--- config.mk ---
export PLATFORM = sky130hd
export DESIGN_NAME = instr_fetch_unit
export DESIGN_NICKNAME = d
export VERILOG_FILES = /design/src/rtl/instr_fetch_unit.sv
export SDC_FILE = /design/constraint.sdc
export NUM_CORES = 1
export LEC_CHECK = 0
export ABC_CLOCK_PERIOD_IN_PS = 3900
export CAP_MARGIN = 20
export CORE_AREA = 2 2 107 109
export DETAILED_ROUTE_END_ITERATION = 6
export DIE_AREA = 0 0 109 111
export DONT_BUFFER_PORTS = 1
export GPL_ROUTABILITY_DRIVEN = 0
export PLACE_DENSITY = 0.51
export SLEW_MARGIN = 20
export SYNTH_ARGS = -nofsm -noshare
export SYNTH_HDL_FRONTEND = slang
export SYNTH_SLANG_ARGS = --single-unit
--- constraint.sdc ---
create_clock -name clk -period 3.9 [get_ports clk]
set_input_delay 0.78 -clock clk [delete_from_list [all_inputs] [get_ports clk]]
set_output_delay 0.78 -clock clk [all_outputs]
set_load 0.03 [all_outputs]
--- src/rtl/instr_fetch_unit.sv ---
// rtl/instr_fetch_unit.sv - fetch stage: pc issue, 2-entry {instr,pc} buffer, jump redirect
// Optional program-end stop enabled with FETCH_PC_LIMIT_EN.
module instr_fetch_unit #(
  parameter int PC_WIDTH  = 8,
  parameter int DataWidth = 16,
  parameter int CMD_CNT   = 64
) (
  input  logic                 clk,
  input  logic                 res_n,
  output logic [PC_WIDTH-1:0]  pc,
  input  logic [DataWidth-1:0] ir,
  output logic [DataWidth-1:0] instr_out,
  output logic [PC_WIDTH-1:0]  instr_pc,
  output logic                 instr_valid,
  input  logic                 instr_ready,
  input  logic                 jmp_en,
  input  logic [PC_WIDTH-1:0]  jmp_addr,
  output logic                 pc_limit
);

  logic [1:0]           count;
  logic                 inflight;
  logic [PC_WIDTH-1:0]  tag;
  logic [DataWidth-1:0] tail_instr;
  logic [PC_WIDTH-1:0]  tail_pc;

  logic       pop;
  logic [1:0] after_pop;
  logic [2:0] occupancy;
  logic       blocked;
  logic       issue;

  assign instr_valid = (count != 2'd0);
  assign pop         = instr_valid & instr_ready;
  assign after_pop   = count - {1'b0, pop};
  assign occupancy   = {1'b0, after_pop} + {2'b00, inflight};

`ifdef FETCH_PC_LIMIT_EN
  localparam logic [PC_WIDTH:0] LIMIT = (PC_WIDTH + 1)'(CMD_CNT);
  logic limit_q;
  assign blocked  = ({1'b0, pc} >= LIMIT);
  assign pc_limit = limit_q;
`else
  assign blocked  = 1'b0;
  assign pc_limit = 1'b0;
`endif

  // Issue only if the returning word and this new request both still fit in the buffer.
  assign issue = (occupancy <= 3'd1) && !blocked;

  always_ff @(posedge clk or negedge res_n) begin
    if (!res_n) begin
      pc         <= '0;
      count      <= 2'd0;
      inflight   <= 1'b0;
      tag        <= '0;
      instr_out  <= '0;
      instr_pc   <= '0;
      tail_instr <= '0;
      tail_pc    <= '0;
`ifdef FETCH_PC_LIMIT_EN
      limit_q    <= 1'b0;
`endif
    end else if (jmp_en) begin
      count    <= 2'd0;
      inflight <= 1'b0;
      pc       <= jmp_addr;
`ifdef FETCH_PC_LIMIT_EN
      limit_q  <= 1'b0;
`endif
    end else begin
      if (pop && count == 2'd2) begin
        instr_out <= tail_instr;
        instr_pc  <= tail_pc;
      end
      if (inflight) begin
        if (after_pop == 2'd0) begin
          instr_out <= ir;
          instr_pc  <= tag;
        end else begin
          tail_instr <= ir;
          tail_pc    <= tag;
        end
      end
      count    <= after_pop + {1'b0, inflight};
      inflight <= issue;
      if (issue) begin
        tag <= pc;
        pc  <= pc + PC_WIDTH'(1);
      end
`ifdef FETCH_PC_LIMIT_EN
      if (blocked) limit_q <= 1'b1;
`endif
    end
  end

endmodule

==> metrics.md <==
| Metric | Value |
|---|---|
| Status | `finished, final reports clean` |
| Reg-to-Reg Start | `count[1]$_DFF_PN0_` |
| Most common cell after layout, fill and taps aside | `dfrtp_1` |
| Reg2reg end | `tag[6]$_DFFE_PN0P_` |
| Seq cells post-synth | `67` |
| Fillers | `~1100` |
| R2r setup slk | `roughly 0.57 ns` |
| Critical Path Slowest Stage Cell | `or3_1` |
| Resized cells post-CTS | `0` |
| Die width | `109 µm` |
| Simple-gate share of the synthesized area | `16.28%` |
| Share of layout cells above drive strength 1 | `roughly a fifth` |
| Adder-cell share of the synthesized area | `a little under 2%` |
| GRT Residual Overflow | `0` |
| Peak supply drop | `0.2268 mV` |
| Fmax achieved | `between 0.3 and 0.4 GHz` |
| Syn Area/Cell | `between 10 and 15 µm²` |
| Antenna cells | `0` |
| Final Setup Violations | `0` |
| Avg WL per Cell | `around 19 µm` |
| CP endpoint kind | `flip-flop` |
| Final period utilization | `about 85%` |
| Worst Clk Skew | `roughly 0.0084 ns` |
| MaxCap Viol Count | `0` |
| Worst path cell trace | `or2_2 -> and2_1 -> ha_1 -> or2b_1 -> ha_1 -> or3_1 -> a21oi_4 -> mux2_2` |
| Root buffer cell | `clkbuf_16` |
| Post-synthesis xor/xnor area fraction | `less than 1%` |
| Most used DFF post-synth | `dfrtp_1` |
| Initial antenna violation count | `0` |
| Bufs and invs on worst path | `0` |
| Finished Cell Area | `around 3600 µm²` |
| Port buffer count | `0` |
| Crit path launch type | `flip-flop` |
| Vias per cell | `approximately 5.3` |
| Max transition margin | `34.22%` |
| Core Region | `~11000 µm²` |
| Setup ws final | `roughly 0.57 ns` |
| Largest family of logic cells by synthesized area | `simple AND/OR/NAND/NOR gates` |
| Crit-path max cell delay | `0.55 ns` |
| Post-route ant nets | `0` |
| Pwr per Cell Area | `916.8 nW/µm²` |
| Slew Viols, Final | `0` |
| Post-synth EDFFs | `0` |
| FF-to-FF path depth | `8` |
| Clk sinks | `67` |
| Leak | `approximately 1.4 nW` |
| Gate Count Post-Synth | `around 270` |
| Hold Buf Count CTS | `0` |
| Worst hold path type | `primary input to asynchronous set/reset pin` |
| Hold WS | `roughly 0.14 ns` |
| Synthesized cell area | `3198 µm²` |
| Pre-CTS setup slack | `0.5830 ns` |
| Die area | `12100 µm²` |
| Synth cell types | `43` |
| Skew-Pair Late Insertion Delay | `~0.33 ns` |
| CTS Buffer Depth | `2` |
| Final #Nets | `slightly below 300` |
| Most frequent cells in the layout | `67 x dfrtp_1, 32 x mux2_2, 25 x nor2b_1, 25 x nor3b_1, 24 x a221o_1` |
| Minimum clock period | `around 3.3 ns` |
| Drt first pass iters | `4` |
| CTS clk-pin slew, worst paths | `around 0.06 ns` |
| Post-Layout Cell Count | `roughly 410` |
| Remaining DRCs | `0` |
| Sequential fraction of the synthesis area | `52.43%` |
| Synthesis-to-layout area growth | `11.62%` |
| Multiplexer area fraction after synthesis | `a little under an eighth` |
| Vias post-DR | `around 2100` |
| First-pass GRT wire length | `approximately 12 mm` |
| Syn Nets | `around 300` |
| Complex-gate fraction of the synthesized area | `between 10% and 20%` |
| DIE HEIGHT | `around 110 µm` |
| Cts bufs inserted | `9` |
| Required @ worst endpoint | `just over 4 ns` |
| Synth warnings | `0` |
| Vias in the first global route | `2317` |
| RSZ-0062 raised after global routing | `false` |
| Fraction of registers with async set/reset | `100.0%` |
| Post-CTS setup buffer count | `0` |
| Final wirelength | `7.560 mm` |
| Critical Path AT | `roughly 3.5 ns` |
| Final hold vios | `0` |
| Initial core utilization | `28.87%` |
| Post-route setup TNS | `0 ns` |
| Placed Area | `roughly 3300 µm²` |
| Crit Path Max Fanout | `10` |
| DP HPWL | `4.588 mm` |
| CTS tree | `built` |
| CP top delay family | `simple AND/OR/NAND/NOR gates` |
| Io pins | `between 60 and 70` |
| Initial DRC Count | `108` |
| Std-Cell Rows | `39` |
| DP Cell Count | `391` |
| Crit Path Category | `flip-flop to flip-flop` |
| Largest net degree at the start of global routing | `70` |
| Number of H-tree levels | `3` |
| Worst slew pin tran | `roughly 1 ns` |
| Total GRT Usage | `13.51%` |
| Crit-path most repeated cell | `ha_1` |
## synthesized netlist by cell type, types with 2 or more instances
cell type / n / area share [%]
a31oi_1: 2 / 0.39
nand2_1: 11 / 1.3
dfrtp_1: 67 / 52
nand3_1: 4 / 0.63
mux2_2: 32 / 11
and2_1: 3 / 0.59
ha_1: 5 / 2.0
nand4_1: 2 / 0.39
nor3b_1: 25 / 5.9
a221o_1: 24 / 7.5
nor2b_1: 26 / 5.1
nor2_1: 4 / 0.47
buf_2: 5 / 0.78
nor3_1: 2 / 0.31
o21ai_0: 2 / 0.31
clkbuf_1: 11 / 1.3
a21oi_1: 3 / 0.47
o211ai_1: 6 / 1.4
inv_1: 6 / 0.70
a2111o_1: 3 / 1.1
## flip-flops by register name, summed over array words and instances, names as in the netlist
name and cells:
tail_pc 8, instr_pc 8, inflight 1, count 2
tag 8, tail_instr 16, instr_out 16, pc 8
## area by class of cell
| class | instances | area [µm²] | area share [%] |
|---|---|---|---|
| clock buffers | 12 | 256.5 | 7.185 |
| clock inverters | 2 | 12.51 | 0.3505 |
| inverters | 7 | 26.28 | 0.7361 |
| multi-input cells | 172 | 1404 | 39.33 |
| flip-flops and latches | 67 | 1677 | 46.97 |
| well taps | 143 | 178.9 | 5.012 |
| repair buffers | 2 | 15.01 | 0.4206 |
## power by group
part	total (mW)	switching, mW	internal (mW)
logic	1.01	0.492	0.515
registers	1.53	0.514	1.01
clock network	0.739	0.283	0.456
total	3.27	1.29	1.98
## through the flow
stage / util [%] / power, mW
global route: 32.23 / 3.475
finish: 32.23 / 3.273
global placement: 29.80 / 2.525
detailed placement: 29.80 / 2.561
floorplan: - / 2.334
CTS: 32.23 / 3.317
## cells by family (layout without fill, tap and decap cells)
kind of cell    Yosys count  after routing
mux                      32             32
other cells               1              1
xor+xnor                  2              2
fa+ha+maj                 5              5
compound gates           48             48
buf+inv                  27             23
flops                    67             67
simple gates             84             84
## worst max-delay path by stage
| stage | startpoint | endpoint | slack [ns] | cells after the start |
|---|---|---|---|---|
| 2_1_floorplan | count[1]$_DFF_PN0_ | tag[0]$_DFFE_PN0P_ | 0.79 | 9 |
| 3_3_place_gp | count[1]$_DFF_PN0_ | tag[5]$_DFFE_PN0P_ | 0.61 | 8 |
| 3_5_place_dp | count[1]$_DFF_PN0_ | tag[1]$_DFFE_PN0P_ | 0.58 | 8 |
| 4_1_cts | count[1]$_DFF_PN0_ | tag[1]$_DFFE_PN0P_ | 0.57 | 8 |
| 5_1_grt | count[1]$_DFF_PN0_ | tag[5]$_DFFE_PN0P_ | 0.45 | 8 |
| 6_report | count[1]$_DFF_PN0_ | tag[6]$_DFFE_PN0P_ | 0.57 | 8 |
## routing by layer
metal,vias to the layer above,GRT usage [%],share of wire [%]
met3,12,5.350,7.6
met5,-,0,0
met2,50,21.99,48
met4,0,5.812,2.0
met1,1106,15.55,42
li1,964,-,-
Power figures use the tool's default switching activity.
